[src/rtl/wb_pkg.sv]
// Shared types and default widths for the register-file write-back queue.
package wb_pkg;
  localparam int DATA_W   = 32;
  localparam int ADDR_W   = 5;
  localparam int NUM_REGS = 32;
  localparam int DEPTH    = 2;

  typedef struct packed {
    logic [ADDR_W-1:0] addr;
    logic [DATA_W-1:0] data;
  } wb_entry_t;

  typedef enum logic [1:0] {EMPTY, PARTIAL, FULL} wb_state_t;
endpackage

[src/rtl/wb_decoder_onehot.sv]
// Binary register address to one-hot register select; all zeros when disabled.
module wb_decoder_onehot #(
  parameter int ADDR_W   = 5,
  parameter int NUM_REGS = 32
) (
  input  logic                en,
  input  logic [ADDR_W-1:0]   addr,
  output logic [NUM_REGS-1:0] onehot
);
  // NOTE: default every always_comb output first so no path leaves it unassigned (no latch).
  always_comb begin
    onehot = '0;
    if (en) onehot[addr] = 1'b1;
  end
endmodule

[src/rtl/wb_write_queue.sv]
// Write-back queue feeding the register file write port; optional pending-write
// bypass lookup is compiled in with `define WB_BYPASS_EN.
module wb_write_queue
  import wb_pkg::*;
#(
  parameter int DATA_W   = wb_pkg::DATA_W,
  parameter int ADDR_W   = wb_pkg::ADDR_W,
  parameter int NUM_REGS = wb_pkg::NUM_REGS,
  parameter int DEPTH    = wb_pkg::DEPTH
) (
  input  logic                       clk,
  input  logic                       reset,
  input  logic                       in_valid,
  output logic                       in_ready,
  input  logic [ADDR_W-1:0]          in_addr,
  input  logic [DATA_W-1:0]          in_data,
  input  logic                       flush,
  input  logic                       wr_stall,
  output logic                       regWrite,
  output logic [NUM_REGS-1:0]        decOut,
  output logic [DATA_W-1:0]          writeData,
  input  logic [ADDR_W-1:0]          q_addr,
  output logic                       q_hit,
  output logic [DATA_W-1:0]          q_data,
  output logic [$clog2(DEPTH):0]     count
);
  localparam int PW = $clog2(DEPTH);
  localparam int CW = PW + 1;
  localparam logic [CW-1:0] FULL_CNT = CW'(DEPTH);

  // Entry layout follows the wb_pkg widths.
  wb_entry_t       mem [DEPTH];
  wb_entry_t       head;
  logic [PW-1:0]   rd_ptr, wr_ptr;
  wb_state_t       state, state_next;
  logic            pending, push, enq, pop;

  assign pending   = (count != '0);
  assign in_ready  = reset & ~flush & (state != FULL);
  assign push      = in_valid & in_ready;
  assign enq       = push & (in_addr != '0);  // r0 writes are accepted but dropped
  assign regWrite  = pending & ~wr_stall & ~flush;
  assign pop       = regWrite;
  assign head      = mem[rd_ptr];
  assign writeData = pending ? head.data : '0;

  wb_decoder_onehot #(
    .ADDR_W  (ADDR_W),
    .NUM_REGS(NUM_REGS)
  ) u_dec (
    .en    (regWrite),
    .addr  (head.addr),
    .onehot(decOut)
  );

  always_comb begin
    state_next = state;
    case (state)
      EMPTY:   if (enq) state_next = PARTIAL;
      PARTIAL: begin
        if (enq && !pop && count == FULL_CNT - CW'(1)) state_next = FULL;
        else if (pop && !enq && count == CW'(1))       state_next = EMPTY;
      end
      FULL:    if (pop) state_next = PARTIAL;
      default: state_next = EMPTY;
    endcase
  end

  // NOTE: sequential state uses non-blocking assignments so every flop samples pre-edge values.
  always_ff @(posedge clk or negedge reset) begin
    if (!reset) begin
      state  <= EMPTY;
      count  <= '0;
      rd_ptr <= '0;
      wr_ptr <= '0;
    end else if (flush) begin
      state  <= EMPTY;
      count  <= '0;
      rd_ptr <= '0;
      wr_ptr <= '0;
    end else begin
      state <= state_next;
      count <= count + CW'(enq) - CW'(pop);
      if (pop) rd_ptr <= rd_ptr + PW'(1);
      if (enq) wr_ptr <= wr_ptr + PW'(1);
    end
  end

  // NOTE: storage is not reset; an entry is only ever read while count marks it valid.
  always_ff @(posedge clk) begin
    if (enq) mem[wr_ptr] <= '{addr: in_addr, data: in_data};
  end

`ifdef WB_BYPASS_EN
  logic [PW-1:0] idx;

  // Scan oldest to youngest so the last match left standing is the youngest.
  always_comb begin
    q_hit  = 1'b0;
    q_data = '0;
    idx    = rd_ptr;
    for (int i = 0; i < DEPTH; i++) begin
      idx = rd_ptr + PW'(i);
      if (CW'(i) < count && mem[idx].addr == q_addr && q_addr != '0) begin
        q_hit  = 1'b1;
        q_data = mem[idx].data;
      end
    end
  end
`else
  logic unused_q_addr;

  assign unused_q_addr = ^q_addr;
  assign q_hit         = 1'b0;
  assign q_data        = '0;
`endif
endmodule

[config.mk]
export PLATFORM = sky130hd
export DESIGN_NAME = wb_write_queue
export DESIGN_NICKNAME = d
export VERILOG_FILES = /design/src/rtl/wb_pkg.sv /design/src/rtl/wb_decoder_onehot.sv /design/src/rtl/wb_write_queue.sv
export SDC_FILE = /design/constraint.sdc
export NUM_CORES = 1
export LEC_CHECK = 0
export ABC_AREA = 1
export BUFFER_PORTS_ARGS = -buffer_cell sky130_fd_sc_hd__buf_4
export CAP_MARGIN = 10
export CORE_UTILIZATION = 40
export DETAILED_ROUTE_END_ITERATION = 8
export GPL_ROUTABILITY_DRIVEN = 0
export PLACE_DENSITY = 0.75
export SYNTH_ARGS = -nofsm -noshare
export SYNTH_HDL_FRONTEND = slang
export SYNTH_SLANG_ARGS = --single-unit
[constraint.sdc]
create_clock -name clk -period 3.1 [get_ports clk]
set_input_delay 0 -clock clk [delete_from_list [all_inputs] [get_ports clk]]
set_output_delay 0 -clock clk [all_outputs]
set_load 0.1 [all_outputs]
==> metrics.txt <==
PD cells=627 nW/um^2; layout cells sized above 1=36.6%; Worst EP arrival=2.46 ns; Starting Density=41.3%; Area contributors post-synth=edfxtp_1, nand2_1, buf_4, nor2_1, a21oi_1; detailed placer's ending HPWL=5.22 mm; Final nets=539; Place WS=0.935 ns; maximum number of pins on one net before global-route repair=33; Initial DRT Pass Iterations=4; Post-synth EDFFs=74; placed cell areas=4530 sq um; row cnt=34; CP Class=reg -> out; Clock Latency Late Sink=0.34 ns; max cap viols=0; CTS clk-pin slew, worst paths=0.08 ns; Max Freq=0.407 GHz; CTS tree=yes; CP required=3.10 ns; worst vdd ir=583 uV; Synth area leader=edfxtp_1; Critical Path Source Type=flip-flop; max-slew violations=0; critical path depth in cells=6; cell area after layout=5170 sq um; antenna-violating nets left=0; Area Growth Syn to Fin=43.7%; Placed Cells=547; Post-Synthesis Cells=336; worst hold path type=in -> reg; Slowest cell on crit path=dfrtp_1; unrepaired setup endpoints after global routing=false; vias in the first global route=2761; r2r worst-path depth=6; sequential element share of the synthesized area=65.9%; initial antenna violation count=0; number of buffers added on ports=109; final WL=8.25 mm; crit path cell chain=inv_2 > or2_2 > o21ai_2 > nand3_2 > nor2_2 > buf_4; Async S/R FF share, synth=7.50%; DRT iter0 DRCs=122; synth unique cells=22; Avg Inst Size Synth=10.7 sq um; Die Ht=96.9 microns; Warnings, synthesis=0; CTS H-tree lvls=3; CP Buf/Inv Count=2; Design Power=0.00325 W; LEAKAGE=2.14 nW; Mapped Area=3600 sq um; GRT Total Usage=17.9%; CP top delay family=simple AND/OR/NAND/NOR gates; gr ovfl total=0; Via density=4.62; top-count cell post-synth=nand2_1; Core Area=8720 sq um; #FFs+latches synth=80; total CTS buffers=9; global-route wire length before repair=13.2 mm; clk sinks=80; detailed-route via count=2785; Commonest cells post-synth=nand2_1, edfxtp_1, nor2_1; post-route setup slack=0.645 ns; ant diodes=0; top cell type's share of synthesized area=61.7%; run status=finished, final reports clean; hold path depth=5; CTS max path bufs=2; IO Pins=148; Non-Filler Instances=603; CTS resizes=0; Critical Path Sink Type=output port; die width=96.9 microns; DRC Markers=0; Die ar.=9390 sq um; Post-synth top flop=edfxtp_1; setup violators final=0; Hold Vio Cnt, Final=0; Worst Path Max Fanout=15; Final period util=79.2%; final setup skew=0.00855 ns; wire per inst=13.7 microns; minimum clock period=2.46 ns; slowest stage delay, CP=0.66 ns; Root Buffer Master=clkbuf_8
path summary, 6_finish.rpt:
kind                           from          to  slack, ns
min in group asynchronous     reset    state[1]       0.64
min reg2reg                  wr_ptr      wr_ptr       0.59
max reg2reg                state[1]  mem[0][24]       1.03
min                        in_valid    state[1]       0.06
max in group asynchronous     reset      rd_ptr       2.23
max                          rd_ptr  decOut[20]       0.64
cells in the final DEF (no fill, tap or decap), types with 2 or more instances in the layout:
cell           instances
dfrtp_1                6
dlygate4sd3_1         41
nor2_1                12
nor2_2                32
nand3_2                4
inv_1                 14
nor2_4                 4
conb_1                33
bufinv_16              3
or2_2                  2
nand2_1               83
a21oi_1               33
clkbuf_8               9
nand3_1                7
or2_0                  2
o21ai_0                4
inv_2                  5
edfxtp_1              74
buf_4                114
o21ai_2                6
layer usage:
metal  track usage, %  vias up  wire length (microns)
met1             19.0     1273                   3070
li1                 -     1359                      -
met2             34.6      143                   4630
met5                0        -                      0
met3             4.05       10                    465
met4             5.97        0                     76
state kept, by name, summed over array words and instances (netlist names):
| name | cells |
|---|---|
| wr_ptr | 1 |
| state | 2 |
| mem | 74 |
| count | 2 |
| rd_ptr | 1 |
what timing repair did:
item	4_1_cts	5_1_grt
buffers inserted	0	0
hold buffers	41	0
endpoints found under the hold margin	84	0
worst min-delay path, stage by stage:
cell,delay (ns)
buf_4,0.11
inv_1,0.04
nor2_1,0.04
nand3_1,0.08
o21ai_0,0.08
cell type report:
cell class	instances	area, sq um
Tap cell	108	135
Multi-Input combinational cell	226	1100
Fill cell	660	3550
Clock buffer	10	128
Timing Repair Buffer	155	1270
Sequential cell	80	2370
Inverter	19	71.3
Clock inverter	5	106
metrics by stage:
stage	hold WS, ns	util [%]	setup TNS, ns
4_1_cts	0.0390	59.3	0
3_5_place_dp	-0.177	52.0	0
3_3_place_gp	-0.179	52.0	0
6_report	0.0609	59.3	0
5_1_grt	0.0976	59.3	0
2_1_floorplan	-0.296	-	-6.69
logic make-up after synthesis:
family,synth area share (%)
AOI/OAI and AO/OA,6.60
xor gates and xnor gates,0.243
adders and majority gates,0.347
buffers and inverters,10.0
DFF,65.9
other,0.104
and+or+nand+nor,16.8
power by group:
| part | internal (W) | switching, W | leakage [nW] |
|---|---|---|---|
| sequential | 0.00121 | 0.0000229 | 0.752 |
| combinational | 0.000213 | 0.000911 | 1.28 |
| clock | 0.000532 | 0.000357 | 0.113 |
| total | 0.00196 | 0.00129 | 2.14 |
Note: power is estimated with default switching activity, not from simulation.
